**config.mk**
```make
export PLATFORM = sky130hd
export DESIGN_NAME = alu_op_sequencer
export DESIGN_NICKNAME = d
export VERILOG_FILES = /design/src/rtl/alu_op_sequencer_pkg.sv /design/src/rtl/alu_step_decode.sv /design/src/rtl/alu_op_sequencer.sv
export SDC_FILE = /design/constraint.sdc
export NUM_CORES = 1
export LEC_CHECK = 0
export CAP_MARGIN = 20
export CORE_AREA = 2 2 108 110
export CTS_CLUSTER_DIAMETER = 200
export DETAILED_ROUTE_END_ITERATION = 6
export DIE_AREA = 0 0 110 112
export GPL_TIMING_DRIVEN = 0
export PLACE_DENSITY = 0.83
export SLEW_MARGIN = 20
export SYNTH_ARGS = -nofsm -noshare
export SYNTH_HDL_FRONTEND = slang
export SYNTH_SLANG_ARGS = --single-unit
```
**constraint.sdc**
```tcl
create_clock -name clk -period 3.6 [get_ports clk]
set_clock_uncertainty 0.1 [all_clocks]
set_input_delay 0.54 -clock clk [delete_from_list [all_inputs] [get_ports clk]]
set_output_delay 0.54 -clock clk [all_outputs]
set_load 0.005 [all_outputs]
```
**src/rtl/alu_op_sequencer_pkg.sv**
```systemverilog
// Shared constants for the ALU op sequencer.
// Opcodes, ALU FUN selects, FSM states and defaults.
package alu_op_sequencer_pkg;

  localparam int WIDTH_DEF = 16;
  localparam int CNT_W_DEF = 4;

  localparam logic [2:0] OP_ADD = 3'b000;
  localparam logic [2:0] OP_AND = 3'b001;
  localparam logic [2:0] OP_NOT = 3'b010;
  localparam logic [2:0] OP_SHR = 3'b011;
  localparam logic [2:0] OP_SUB = 3'b100;
  localparam logic [2:0] OP_OR  = 3'b101;
  localparam logic [2:0] OP_SHL = 3'b110;
  localparam logic [2:0] OP_ILL = 3'b111;

  localparam logic [1:0] FUN_ADD = 2'b00;
  localparam logic [1:0] FUN_AND = 2'b01;
  localparam logic [1:0] FUN_NOT = 2'b10;
  localparam logic [1:0] FUN_SHR = 2'b11;

  typedef enum logic [1:0] {
    S_IDLE = 2'd0,
    S_EXEC = 2'd1,
    S_DONE = 2'd2
  } state_e;

endpackage

```
**src/rtl/alu_step_decode.sv**
```systemverilog
// Maps (op, step, operands, temps) to the ALU inputs
// for one EXEC cycle, plus capture target and last-step.
module alu_step_decode
  import alu_op_sequencer_pkg::*;
#(
  parameter int WIDTH = WIDTH_DEF,
  parameter int CNT_W = CNT_W_DEF
) (
  input  logic             en,
  input  logic [2:0]       op,
  input  logic [CNT_W-1:0] step,
  input  logic [CNT_W-1:0] cnt,
  input  logic [WIDTH-1:0] opa,
  input  logic [WIDTH-1:0] opb,
  input  logic [WIDTH-1:0] t,
  input  logic [WIDTH-1:0] u,
  output logic [WIDTH-1:0] alu_a,
  output logic [WIDTH-1:0] alu_b,
  output logic [1:0]       alu_fun,
  output logic             last_step,
  output logic             dst_u
);

  logic s0, s1, s2, s_last;

  assign s0     = (step == CNT_W'(0));
  assign s1     = (step == CNT_W'(1));
  assign s2     = (step == CNT_W'(2));
  assign s_last = (step == cnt - CNT_W'(1));

  // Step table; ALU inputs are idle-zero outside EXEC
  always_comb begin
    alu_a     = '0;
    alu_b     = '0;
    alu_fun   = FUN_ADD;
    last_step = 1'b0;
    dst_u     = 1'b0;
    if (en) begin
      unique case (1'b1)
        op == OP_ADD: begin
          alu_a     = opa;
          alu_b     = opb;
          last_step = 1'b1;
        end
        op == OP_AND: begin
          alu_a     = opa;
          alu_b     = opb;
          alu_fun   = FUN_AND;
          last_step = 1'b1;
        end
        op == OP_NOT: begin
          alu_a     = opa;
          alu_fun   = FUN_NOT;
          last_step = 1'b1;
        end
        op == OP_SUB: begin
          if (s0) begin
            alu_a   = opb;
            alu_fun = FUN_NOT;
          end else if (s1) begin
            alu_a = opa;
            alu_b = t;
          end else begin
            alu_a     = t;
            alu_b     = WIDTH'(1);
            last_step = 1'b1;
          end
        end
        op == OP_OR: begin
          if (s0) begin
            alu_a   = opa;
            alu_fun = FUN_NOT;
          end else if (s1) begin
            alu_a   = opb;
            alu_fun = FUN_NOT;
            dst_u   = 1'b1;
          end else if (s2) begin
            alu_a   = t;
            alu_b   = u;
            alu_fun = FUN_AND;
          end else begin
            alu_a     = t;
            alu_fun   = FUN_NOT;
            last_step = 1'b1;
          end
        end
        op == OP_SHR: begin
          alu_a     = t;
          alu_fun   = FUN_SHR;
          last_step = s_last;
        end
        op == OP_SHL: begin
          alu_a     = t;
          alu_b     = t;
          last_step = s_last;
        end
        default: begin
          last_step = 1'b1;
        end
      endcase
    end
  end

endmodule

```
**src/rtl/alu_op_sequencer.sv**
```systemverilog
// Multi-cycle sequencer building composite ops on a 4-function ALU.
// Optional EXEC-cycle counter perf_busy under ALU_SEQ_PERF_EN.
module alu_op_sequencer
  import alu_op_sequencer_pkg::*;
#(
  parameter int WIDTH = WIDTH_DEF,
  parameter int CNT_W = CNT_W_DEF
) (
  input  logic             clk,
  input  logic             rst,
  input  logic             cmd_valid,
  output logic             cmd_ready,
  input  logic [2:0]       cmd_op,
  input  logic [WIDTH-1:0] cmd_a,
  input  logic [WIDTH-1:0] cmd_b,
  input  logic [CNT_W-1:0] cmd_cnt,
  output logic             res_valid,
  input  logic             res_ready,
  output logic [WIDTH-1:0] res_data,
  output logic             res_zero,
  output logic             res_err,
  output logic [WIDTH-1:0] alu_a,
  output logic [WIDTH-1:0] alu_b,
  output logic [1:0]       alu_fun,
  input  logic [WIDTH-1:0] alu_z
`ifdef ALU_SEQ_PERF_EN
  ,
  output logic [31:0]      perf_busy
`endif
);

  state_e           state;
  logic [2:0]       op;
  logic [WIDTH-1:0] opa, opb, t, u;
  logic [CNT_W-1:0] step, cnt;
  logic             last_step, dst_u;
  logic             is_shift;

  assign is_shift = (cmd_op == OP_SHR) || (cmd_op == OP_SHL);

  alu_step_decode #(
    .WIDTH (WIDTH),
    .CNT_W (CNT_W)
  ) u_dec (
    .en        (state == S_EXEC),
    .op        (op),
    .step      (step),
    .cnt       (cnt),
    .opa       (opa),
    .opb       (opb),
    .t         (t),
    .u         (u),
    .alu_a     (alu_a),
    .alu_b     (alu_b),
    .alu_fun   (alu_fun),
    .last_step (last_step),
    .dst_u     (dst_u)
  );

  // Control FSM with registered handshake and result outputs
  always_ff @(posedge clk or posedge rst) begin
    if (rst) begin
      state     <= S_IDLE;
      cmd_ready <= 1'b1;
      res_valid <= 1'b0;
      res_data  <= '0;
      res_zero  <= 1'b0;
      res_err   <= 1'b0;
      op        <= OP_ADD;
      opa       <= '0;
      opb       <= '0;
      t         <= '0;
      u         <= '0;
      step      <= '0;
      cnt       <= '0;
    end else begin
      unique case (state)
        S_IDLE: begin
          if (cmd_valid) begin
            op        <= cmd_op;
            opa       <= cmd_a;
            opb       <= cmd_b;
            cnt       <= cmd_cnt;
            t         <= cmd_a;
            u         <= '0;
            step      <= '0;
            cmd_ready <= 1'b0;
            if (cmd_op == OP_ILL) begin
              state     <= S_DONE;
              res_valid <= 1'b1;
              res_data  <= '0;
              res_zero  <= 1'b1;
              res_err   <= 1'b1;
            end else if (is_shift && cmd_cnt == '0) begin
              state     <= S_DONE;
              res_valid <= 1'b1;
              res_data  <= cmd_a;
              res_zero  <= (cmd_a == '0);
              res_err   <= 1'b0;
            end else begin
              state <= S_EXEC;
            end
          end
        end
        S_EXEC: begin
          if (dst_u) u <= alu_z;
          else       t <= alu_z;
          step <= step + CNT_W'(1);
          if (last_step) begin
            state     <= S_DONE;
            res_valid <= 1'b1;
            res_data  <= alu_z;
            res_zero  <= (alu_z == '0);
            res_err   <= 1'b0;
          end
        end
        S_DONE: begin
          if (res_ready) begin
            state     <= S_IDLE;
            res_valid <= 1'b0;
            cmd_ready <= 1'b1;
          end
        end
        default: state <= S_IDLE;
      endcase
    end
  end

`ifdef ALU_SEQ_PERF_EN
  // Saturating count of cycles spent in EXEC
  always_ff @(posedge clk or posedge rst) begin
    if (rst)
      perf_busy <= '0;
    else if (state == S_EXEC && perf_busy != '1)
      perf_busy <= perf_busy + 32'd1;
  end
`endif

endmodule

```
==> run_results.csv <==
group,metric,value,unit
global_routing,grt_pass1_wl,24300,µm
synthesis,syn_avg_cell_area,10.1,µm²
sta,rsz0062_at_grt,"false",
cells_and_area,layout-drive-gt1-share,0.186,
routing,firstDrtPassIters,7,
floorplan,start_util,0.440,
floorplan,die_area,12300,µm²
sta,slew_viol_final,0,
setup_path,slowest_stage,"or4b_4",
cts,clockBufferDepth,2,
synthesis,netlist_area,4910,µm²
synthesis,synth_edf_count,0,
cts,cts_root_buffer,"clkbuf_16",
cts,clock_latency,0.34,ns
sta,setup-violations-final,0,
power_and_ir_drop,p_total,6.44,mW
global_routing,grt_usage,0.260,
sta,period_minus_slack,3.54,ns
setup_path,cp-end-kind,"output port",
floorplan,core_area,11200,µm²
synthesis,synthXorXnorAreaFrac,0.0176,
setup_path,crit_buf_inv,3,
placement,buffer_ports.inserted,112,
cells_and_area,finalNetCount,682,
cts,htreeDepth,3,
synthesis,synthMuxAreaShare,0.115,
cells_and_area,final_cells,765,
sta,hold_viol_final,0,
setup_path,cp_cell_sequence,"buf_4 -> ha_2 -> or4b_4 -> o21ai_4 -> o2bb2ai_4 -> buf_6 -> a222oi_1 -> nor2_1 -> clkdlybuf4s50_1",
placement,dpl.hpwl,11600,µm
placement,finalWeightedCongestion,0.998,
floorplan,fp-row-count,39,
placement,place_ws,-0.225,ns
synthesis,synth_common_cells,"dfrtp_1, nand2_1, nor2_1",
power_and_ir_drop,p_leak,2.78,nW
setup_path,crit_path_start_kind,"flip-flop",
cts,cts_sinks,97,
routing,wirelength,15800,µm
routing,num_vias,4725,
cts,clk_pin_slew,0.07,ns
sta,worstMarginPinSlew,0.788,ns
synthesis,synth_warnings,0,
synthesis,synth_compound_area_frac,0.172,
cells_and_area,diodes,0,
sta,slew_headroom,0.475,
setup_path,path_max_fanout,6,
cts,cts_tree,"built",
cells_and_area,utilization,0.607,
synthesis,yosysMostFrequentCell,"dfrtp_1",
run_status,outcome,"finished, violations left",
routing,drtIter0Drc,734,
floorplan,ioPinCount,113,
sta,fin_crit_sh,0.982,
setup_path,reg2reg_slack,0.99,ns
sta,fin_ws,0.0637,ns
synthesis,ys_seq_elements,97,
synthesis,synth_area_leader_cell,"dfrtp_1",
setup_path,required,2.96,ns
cells_and_area,area_delta_synth_final,38.0,%
setup_path,critical_path_class,"reg -> out",
sta,fmax,283,MHz
synthesis,synth_adder_area_share,0.0127,
cts,holdBufCountCts,0,
min_path,min_path_type,"reg -> reg",
synthesis,synth-simple-area-share,0.141,
power_and_ir_drop,peakVddDrop,0.414,mV
setup_path,slowest_delay,0.53,ns
cts,numCtsBuffers,9,
setup_path,crit_arrival,2.90,ns
run,drv_cap,0,
synthesis,syn-num-nets,549,
synthesis,yosys-top-cells-area,"dfrtp_1, mux2_2, a222oi_1, o21ai_0, nand2_1",
global_routing,grt_max_degree,72,
floorplan,die_height,112,µm
synthesis,synth.distinct_cells,53,
synthesis,ys_seq_area_frac,0.494,
routing,drc,3,
synthesis,synth_flop_cell,"dfrtp_1",
synthesis,synth_top_area_share,0.489,
synthesis,synth_top_family_by_area,"compound AO/OA/AOI/OAI gates",
run_status,violations,"DRC",
synthesis,syn-instance-count,485,
global_routing,antenna_found_initial,0,
synthesis,async_reset_ff_frac,1.00,
routing,via_per_inst,6.18,
setup_path,cp_top_family,"buffers and inverters",
global_routing,overflow,0,
placement,dp_cells,741,
routing,wl_per_cell,20.7,µm
global_routing,first_global_vias,4623,
power_and_ir_drop,p_per_area,949,nW/µm²
routing,ant_nets,0,
floorplan,die_width,110,µm
flip-flops by register name, indices dropped and copies added (netlist names):
signal     cells
u             16
res_zero       1
state          2
step           4
op             3
cmd_ready      1
res_err        1
res_data      16
res_valid      1
opb           16
t             16
cnt            4
opa           16
what timing repair did:
action / CTS / global route
endpoints found under the setup margin: 31 / 26
buffers inserted: 3 / 6
pin swaps: 2 / 3
resized for setup: 20 / 15
cloned: 1 / 0
worst register-to-register path, delay by kind of cell, from the launching register on:
family | cells | cell delay [ns]
muxes | 1 | 0.42
DFF | 1 | 0.43
and+or+nand+nor | 2 | 0.34
buffers and inverters | 2 | 1.21
logic make-up (layout without fill, tap and decap cells):
family | count (synthesis) | count (layout)
AOI/OAI and AO/OA | 123 | 123
xor gates and xnor gates | 9 | 9
adders and majority gates | 5 | 5
buffers and inverters | 45 | 182
DFF | 97 | 97
muxes | 50 | 50
and+or+nand+nor | 156 | 156
through the flow:
stage	hold slack, ns	cell area, µm²	setup TNS [ns]
final	0.400	6780	0
after global routing	0.419	6780	0
after CTS	0.396	6690	-0.00107
after detailed placement	0.381	6250	-2.26
after global placement	0.367	6210	-90.19
after floorplan	0.350	4910	0
where the power goes:
part | internal (mW) | switching (mW) | leakage (nW)
logic | 1.64 | 1.69 | 1.44
clock network | 0.682 | 0.425 | 0.168
registers | 1.60 | 0.409 | 1.18
total | 3.92 | 2.52 | 2.78
final timing paths:
| check | from | endpoint | cells after the start |
|---|---|---|---|
| setup reg to reg | state[0] | opb[4] | 5 |
| hold / removal | u[11] | u[11] | 2 |
| max in group asynchronous | rst | opa[2] | 3 |
| setup / recovery | step[0] | alu_a[5] | 9 |
| min in group asynchronous | rst | res_data[5] | 2 |
| hold reg to reg | u[11] | u[11] | 2 |
placed cells by master (no fill, tap or decap), types with 3 or more instances in the layout:
master           instances
nand2b_1                 3
buf_1                    3
buf_6                    6
nor4_1                  10
ha_1                     3
nor2_1                  56
dfrtp_1                 94
clkbuf_2                 3
inv_1                   10
bufinv_16                3
mux2_2                  49
nand3_1                  4
nand2_1                 64
a222oi_1                30
clkdlybuf4s50_1        109
buf_4                    9
xor2_1                   5
buf_2                    5
a31oi_1                 18
o21ai_0                 46
clkbuf_1                11
clkbuf_16                9
xnor2_1                  3
a21oi_1                 10
layer usage:
layer  vias to the layer above  share of wire  GRT usage
met5                         -              0          0
met4                         0          0.037      0.110
met3                        52           0.11     0.0515
met2                       333           0.46      0.392
met1                      2293           0.40      0.365
li1                       2047              -          -
area by class of cell:
cell class | instances | area (µm²)
Fill cell | 879 | 4390
Sequential cell | 97 | 2430
Multi-Input combinational cell | 343 | 2350
Timing Repair Buffer | 123 | 1230
Clock buffer | 9 | 225
Buffer | 32 | 198
Tap cell | 143 | 179
Clock inverter | 6 | 115
Inverter | 12 | 50.0
No activity file was read; power rests on OpenSTA's default activity.
